**config.mk**
```make
export PLATFORM = sky130hd
export DESIGN_NAME = logic_unit_arbiter
export DESIGN_NICKNAME = d
export VERILOG_FILES = /design/src/rtl/logic_unit_pkg.sv /design/src/rtl/logic_unit.sv /design/src/rtl/logic_unit_arbiter.sv
export SDC_FILE = /design/constraint.sdc
export NUM_CORES = 1
export LEC_CHECK = 0
export BUFFER_PORTS_ARGS = -buffer_cell sky130_fd_sc_hd__buf_2
export CORE_MARGIN = 10
export CORE_UTILIZATION = 54
export DETAILED_ROUTE_END_ITERATION = 8
export PLACE_DENSITY = 0.87
export SYNTH_ARGS = -nofsm -noshare
export SYNTH_HDL_FRONTEND = slang
export SYNTH_HIERARCHICAL = 1
export SYNTH_SLANG_ARGS = --single-unit
```
**constraint.sdc**
```tcl
create_clock -name clk -period 6.8 [get_ports clk]
set_input_delay 0.68 -clock clk [delete_from_list [all_inputs] [get_ports clk]]
set_output_delay 0.68 -clock clk [all_outputs]
set_load 0.01 [all_outputs]
```
**src/rtl/logic_unit_pkg.sv**
```systemverilog
// Shared opcode constants and arbiter state encoding for the logic unit slice.
package logic_unit_pkg;

    localparam logic [2:0] OP_AND  = 3'd0;
    localparam logic [2:0] OP_OR   = 3'd1;
    localparam logic [2:0] OP_NOTA = 3'd2;
    localparam logic [2:0] OP_NAND = 3'd3;
    localparam logic [2:0] OP_NOR  = 3'd4;
    localparam logic [2:0] OP_XOR  = 3'd5;
    localparam logic [2:0] OP_XNOR = 3'd6;
    localparam logic [2:0] OP_RSVD = 3'd7;

    typedef enum logic {
        ST_IDLE = 1'b0,
        ST_HOLD = 1'b1
    } state_t;

endpackage

```
**src/rtl/logic_unit.sv**
```systemverilog
// Combinational bitwise logic unit; the reserved opcode returns zero and flags err.
module logic_unit
    import logic_unit_pkg::*;
#(
    parameter int WIDTH = 8
) (
    input  logic [WIDTH-1:0] a,
    input  logic [WIDTH-1:0] b,
    input  logic [2:0]       op,
    output logic [WIDTH-1:0] y,
    output logic             err
);

    // Opcode decode to bitwise result
    always_comb begin
        y   = {WIDTH{1'b0}};
        err = 1'b0;
        case (op)
            OP_AND:  y = a & b;
            OP_OR:   y = a | b;
            OP_NOTA: y = ~a;
            OP_NAND: y = ~(a & b);
            OP_NOR:  y = ~(a | b);
            OP_XOR:  y = a ^ b;
            OP_XNOR: y = ~(a ^ b);
            OP_RSVD: begin
                y   = {WIDTH{1'b0}};
                err = 1'b1;
            end
            default: begin
                y   = {WIDTH{1'b0}};
                err = 1'b1;
            end
        endcase
    end

endmodule

```
**src/rtl/logic_unit_arbiter.sv**
```systemverilog
// Two-requester round-robin front end for a shared logic unit with a single
// registered result slot and ready/valid backpressure on the output.
module logic_unit_arbiter
    import logic_unit_pkg::*;
#(
    parameter int WIDTH = 8
) (
    input  logic             clk,
    input  logic             rst,
    input  logic             req0,
    input  logic             req1,
    input  logic [WIDTH-1:0] a0,
    input  logic [WIDTH-1:0] b0,
    input  logic [WIDTH-1:0] a1,
    input  logic [WIDTH-1:0] b1,
    input  logic [2:0]       op0,
    input  logic [2:0]       op1,
    output logic             gnt0,
    output logic             gnt1,
    output logic             out_valid,
    input  logic             out_ready,
    output logic [WIDTH-1:0] out_data,
    output logic             out_id,
    output logic             out_err
);

    state_t           state_r;
    logic             last_grant_r;
    logic             out_valid_r;
    logic [WIDTH-1:0] out_data_r;
    logic             out_id_r;
    logic             out_err_r;

    logic             accept_slot_s;
    logic             grant_any_s;
    logic             pick_s;
    logic [WIDTH-1:0] mux_a_s;
    logic [WIDTH-1:0] mux_b_s;
    logic [2:0]       mux_op_s;
    logic [WIDTH-1:0] lu_y_s;
    logic             lu_err_s;

    // Grant selection: a tie goes to the requester not granted last time
    always_comb begin
        accept_slot_s = (state_r == ST_IDLE) || out_ready;
        if (req0 && req1) begin
            pick_s = ~last_grant_r;
        end else begin
            pick_s = req1;
        end
        grant_any_s = accept_slot_s && (req0 || req1) && !rst;
    end

    // Operand mux feeding the single shared logic unit
    always_comb begin
        if (pick_s) begin
            mux_a_s  = a1;
            mux_b_s  = b1;
            mux_op_s = op1;
        end else begin
            mux_a_s  = a0;
            mux_b_s  = b0;
            mux_op_s = op0;
        end
    end

    logic_unit #(.WIDTH(WIDTH)) u_logic_unit (
        .a   (mux_a_s),
        .b   (mux_b_s),
        .op  (mux_op_s),
        .y   (lu_y_s),
        .err (lu_err_s)
    );

    // Result-slot FSM; the result fields keep their value when the slot drains
    always_ff @(posedge clk or posedge rst) begin
        if (rst) begin
            state_r      <= ST_IDLE;
            last_grant_r <= 1'b1;
            out_valid_r  <= 1'b0;
            out_data_r   <= {WIDTH{1'b0}};
            out_id_r     <= 1'b0;
            out_err_r    <= 1'b0;
        end else begin
            case (state_r)
                ST_IDLE: begin
                    if (grant_any_s) begin
                        state_r      <= ST_HOLD;
                        out_valid_r  <= 1'b1;
                        out_data_r   <= lu_y_s;
                        out_id_r     <= pick_s;
                        out_err_r    <= lu_err_s;
                        last_grant_r <= pick_s;
                    end else begin
                        state_r     <= ST_IDLE;
                        out_valid_r <= 1'b0;
                    end
                end
                ST_HOLD: begin
                    if (grant_any_s) begin
                        state_r      <= ST_HOLD;
                        out_valid_r  <= 1'b1;
                        out_data_r   <= lu_y_s;
                        out_id_r     <= pick_s;
                        out_err_r    <= lu_err_s;
                        last_grant_r <= pick_s;
                    end else if (out_ready) begin
                        state_r     <= ST_IDLE;
                        out_valid_r <= 1'b0;
                    end else begin
                        state_r     <= ST_HOLD;
                        out_valid_r <= 1'b1;
                    end
                end
                default: begin
                    state_r     <= ST_IDLE;
                    out_valid_r <= 1'b0;
                end
            endcase
        end
    end

    assign gnt0      = grant_any_s && !pick_s;
    assign gnt1      = grant_any_s && pick_s;
    assign out_valid = out_valid_r;
    assign out_data  = out_data_r;
    assign out_id    = out_id_r;
    assign out_err   = out_err_r;

endmodule

```
* Word-level counts from Yosys, hierarchy flattened
Cells that the tools add are included.
Storage, ports and cells: flip-flop bits (word level) 12, input bits 43, output and inout port bits 13, logic and storage cells 44
Operators by class: equal/unequal tests 7, muxes and demuxes 13, bitwise operators 9, reductions and logical operators 10
Operators with widths (number):
- 8-bit case mux with 8 select lines | 1
- 8-bit inverter | 4
- 8-bit two-way mux | 3
- 3-bit equality test, second input constant | 4
- 8-bit AND | 1
- 8-bit OR | 1
- 8-bit bitwise XOR | 1
- 1-bit two-way mux | 7
- 3-bit by 2-bit equality test with 1-bit output, second input constant | 2
- 1-bit logical AND | 5
- 3-bit by 1-bit equality test with 1-bit output, second input constant | 1
- 3-bit zero test | 1
- 3-bit two-way mux | 1
- 1-bit zero test | 2
- 1-bit logical OR | 2
- 1-bit inverter | 2
- 1-bit case mux with 2 select lines | 1

* Depth between registers and ports, before layout
word-level depth 7, mapped depth 10, mapped depth without buffers 9

* Cells and area by module
The synthesis kept the hierarchy.
Modules (own cells, without submodules):
- logic_unit | instances 1, cells an instance 117, area an instance 797.0 µm², sequential area each 0.0 µm²
- logic_unit_arbiter | instances 1, cells an instance 56, area an instance 728.2 µm², sequential area each 301.5 µm²

* Least setup slack after synthesis
OpenSTA, ideal clock, no wires.
kind input to register, start in req1, end reg out_data_r[6] (netlist: out_data[6]), setup time 0.125 ns, arrival time 2.539 ns, data required time 6.675 ns, setup slack 4.136 ns, stages on the path 10, path buffers 1, cell sequence a21boi_0 buf_4 mux2_2 inv_1 ha_1 and3_1 o21ai_1 o221a_1 o32ai_1 mux2_2
Between the ends: longest elaborated chain between the ends 7, elaborated cells on any way between the ends 25, those cells by class eq/ne (7); mux (6); bitwise (7); reduce/logical (5)
RTL lines:
- start, declared | RTL line logic_unit_arbiter.sv:11 | input logic req1,
- 1-bit logical AND | RTL line logic_unit_arbiter.sv:46 | if (req0 && req1) begin
- 1-bit two-way mux * | RTL line logic_unit_arbiter.sv:46
- 8-bit two-way mux * | RTL line logic_unit_arbiter.sv:56 | if (pick_s) begin
- net mux_a_s[6] | RTL line logic_unit_arbiter.sv:37 | logic [WIDTH-1:0] mux_a_s;
- 8-bit bitwise XOR, or another cell as far along | RTL line logic_unit.sv:24, logic_unit.sv:25
- 8-bit inverter, on equally long branches | RTL line logic_unit.sv:25, logic_unit.sv:22, logic_unit.sv:23
- 8-bit case mux with 8 select lines * | RTL line logic_unit.sv:18 | case (op)
- net lu_y_s[6] | RTL line logic_unit_arbiter.sv:40 | logic [WIDTH-1:0] lu_y_s;
- 8-bit two-way mux * | RTL line logic_unit_arbiter.sv:87, logic_unit_arbiter.sv:100
- end signal, assigned | RTL line logic_unit_arbiter.sv:81 | out_data_r <= {WIDTH{1'b0}};
- end signal, assigned | RTL line logic_unit_arbiter.sv:90 | out_data_r <= lu_y_s;
- end signal, assigned | RTL line logic_unit_arbiter.sv:103 | out_data_r <= lu_y_s;
- end, declared | RTL line logic_unit_arbiter.sv:30 | logic [WIDTH-1:0] out_data_r;
Mark *: on every way through the listed nets, which the timed path passes. The rest lies on a longest branch. The select of a mux whose other input is x is not followed. A chain may end at the register's enable or synchronous reset.

* Worst setup path after layout
start in req0, end reg out_data_r[6] (netlist: out_data[6])
Between the ends: elaborated cells on any way between the ends 25, those cells by class eq/ne (7); mux (6); bitwise (7); reduce/logical (5)
RTL lines:
- start, declared | RTL line logic_unit_arbiter.sv:10 | input logic req0,
- 1-bit logical AND * | RTL line logic_unit_arbiter.sv:46
- 1-bit two-way mux * | RTL line logic_unit_arbiter.sv:46
- 3-bit two-way mux * | RTL line logic_unit_arbiter.sv:56
- net mux_op_s[2] | RTL line logic_unit_arbiter.sv:39 | logic [2:0] mux_op_s;
- 3-bit equality test, or another cell as far along | RTL line logic_unit.sv:18
- 8-bit case mux with 8 select lines * | RTL line logic_unit.sv:18
- net lu_y_s[6] | RTL line logic_unit_arbiter.sv:40
- 8-bit two-way mux * | RTL line logic_unit_arbiter.sv:87, logic_unit_arbiter.sv:100
Marked as above.

==> results.cfg <==
[place]
dp.final_hpwl_mm = 2.85
dpl_worst_slack_ps = 3310
port_buffers = 55
place.gp.congestion = 0.802

[route]
antenna_left = 0
routedWlPerCell_um = 13.9
drc = 0
via_per_inst = 5.64
drtIter0Drc = 74
routed_wl_mm = 3.51
vias = 1426
dr.pass1.iters = 4

[sta]
tns_ps = 0
min_period_ps = 3140
setup_slack_ps = 3660
rsz0062_at_grt = false
fin_crit_sh_pct = 46.2
finalSetupViolCount = 0
tightest_slew_ps = 1090
slew_headroom_pct = 27.2
skew_ps = 0.590
fmax_mhz = 318
finalMaxSlewViolations = 0
hold_violations = 0

[cts]
cts_tree = done
cts_root_buf = clkbuf_4
ctsResizeCount = 0
cts.sinks = 12
clk_latency_ps = 270
h-tree-depth = 1
postCtsHoldBufs = 0
cts_buffers = 3
clk_transition_reported_paths_ps = 70
clock_path_buffers = 2
cts_setup_buffers = 0

[yosys]
yosys.area.top_type = mux2_2
ys_warn_count = 6
yosys-top-cells-count = mux2_2, inv_1, ha_1
synth-edff-count = 0
synth_top_area_share_pct = 20.7
postSynthAreaPerCell_sq_um = 8.82
syn_nets = 232
synthesis.area_sq_mm = 0.00153
ys_ff_latch = 12
synth_cell_type_count = 42
ys_seq_area_share_pct = 19.8
synthFlopType = dfrtp_1
synth_most_common_cell = mux2_2
synth_area_leaders = mux2_2, dfrtp_1, ha_1
async_reset_ff_share_pct = 100
synthCells = 173

[final_layout]
area_growth_pct = 18.6
diodes = 0
nets = 282
drive_above_1_share_pct = 41.9
fillers = 232

[worst_setup_path]
crit_fanout = 39
path_common_cell = mux2_2
crit_required_ps = 6960
worst_setup_path_start_kind = input pin
critPathCaptureType = flip-flop
path_cells = buf_2 > a21boi_2 > mux2_2 > nor2_1 > a21oi_1 > o221a_1 > o32ai_1 > mux2_2
path_class = input pin to flip-flop
worstPathArrival_ps = 3300
slowest_stage = a21boi_2
max_stage_delay_ps = 800

[power_and_ir_drop]
swShare_pct = 37.9
p_per_area_mw_per_mm2 = 196
ir_worst_vdd_uv = 188
p_int_mw = 0.220
leakage_nw = 0.937
seqPwrFrac_pct = 30.4
pwr-share-clk_pct = 16.0
switchingPower_mw = 0.134
pwr-share-comb_pct = 53.6

[min_path]
hold_path.class = input pin to async pin

[floorplan]
die_h_um = 73.1
rows = 19
start_util_pct = 55.8
core_area_sq_mm = 0.00273
ios = 56
die_area_sq_mm = 0.00535
chipWidth_um = 73.1

[global_routing]
grt_first_pass_wirelength_mm = 6.09
grt_start_max_net_pins = 40
grt_pass1_vias = 1396
grt_util_all_layers_pct = 13.3
overflow = 0
antenna_found_initial = 0

[outcome]
status = finished clean

[flow_run]
cap_violations = 0
worst max-delay path, delay by kind of cell:
family,cells,cell delay (ps)
AOI/OAI and AO/OA,4,1240
muxes,2,1090
and+or+nand+nor,1,140
buffers and inverters,1,120
routing by layer:
| metal | track usage, % | part of all wire (%) | vias up |
|---|---|---|---|
| met3 | 2.86 | 5.6 | 4 |
| met2 | 23.1 | 52 | 40 |
| met1 | 15.7 | 42 | 661 |
| met5 | 0 | 0 | - |
| met4 | 4.43 | 0.91 | 0 |
| li1 | - | - | 721 |
registers in the layout, indices dropped and copies added, names as in the netlist:
register      count
out_id            1
out_err           1
last_grant_r      1
out_valid         1
out_data          8
cells in the final DEF, fill, tap and decap left out, types with 2 or more instances in the layout:
| cell type | Yosys | layout |
|---|---|---|
| clkbuf_4 | 0 | 3 |
| o32ai_1 | 2 | 2 |
| and3_1 | 4 | 4 |
| nor2_1 | 11 | 11 |
| buf_2 | 2 | 55 |
| nand2b_1 | 4 | 4 |
| dfrtp_1 | 11 | 11 |
| o21bai_1 | 2 | 2 |
| a21oi_1 | 8 | 8 |
| mux2i_1 | 8 | 8 |
| inv_2 | 2 | 2 |
| nor3_1 | 5 | 5 |
| a211oi_1 | 2 | 2 |
| nor4_1 | 3 | 3 |
| ha_1 | 16 | 16 |
| mux2_2 | 28 | 28 |
| a31oi_1 | 4 | 4 |
| inv_1 | 21 | 21 |
| o21ai_1 | 8 | 8 |
| o22ai_1 | 2 | 2 |
| o21ai_0 | 2 | 2 |
| o221ai_1 | 2 | 2 |
power by group through the flow:
stage / combinational (mW) / sequential [mW] / clock (mW)
2_1_floorplan: 0.130 / 0.116 / 0
3_3_place_gp: 0.186 / 0.109 / 0
3_5_place_dp: 0.192 / 0.108 / 0
4_1_cts: 0.192 / 0.108 / 0.0569
5_1_grt: 0.215 / 0.111 / 0.0606
6_report: 0.190 / 0.108 / 0.0568
metrics by stage:
| stage | std cells | util (%) | power [mW] | hold WS, ps | area [sq um] |
|---|---|---|---|---|---|
| 2_1_floorplan | 173 | - | 0.246 | 504 | 1530 |
| 3_3_place_gp | 249 | 64.9 | 0.295 | 487 | 1770 |
| 3_5_place_dp | 249 | 64.9 | 0.300 | 490 | 1770 |
| 4_1_cts | 253 | 66.2 | 0.357 | 479 | 1810 |
| 5_1_grt | 253 | 66.2 | 0.386 | 501 | 1810 |
| 6_report | 253 | 66.2 | 0.354 | 477 | 1810 |
final timing paths:
path | start | end | slack (ps) | depth (start not counted)
max | req0 | out_data[6] | 3660 | 8
min | rst | out_valid | 480 | 2
max reg2reg | last_grant_r | out_data[6] | 3760 | 7
min reg2reg | out_data[0] | out_data[0] | 500 | 1
max in group asynchronous | rst | last_grant_r | 5970 | 2
min in group clk | out_data[0] | out_data[0] | 500 | 1
final cells by class:
type	instances	area [sq um]	share of cell area, %
multi-input combinational	128	1070	59.2
sequential	12	302	16.7
timing repair buffer	55	275	15.2
inverter	23	86.3	4.77
tap	31	38.8	2.14
clock buffer	4	36.3	2.01
kinds of logic after synthesis:
family,share of synthesized area (%)
buf+inv,10.3
mux,25.9
fa+ha+maj,13.1
flops,19.8
simple gates,13.6
compound gates,17.3
Power figures use the tool's default switching activity.
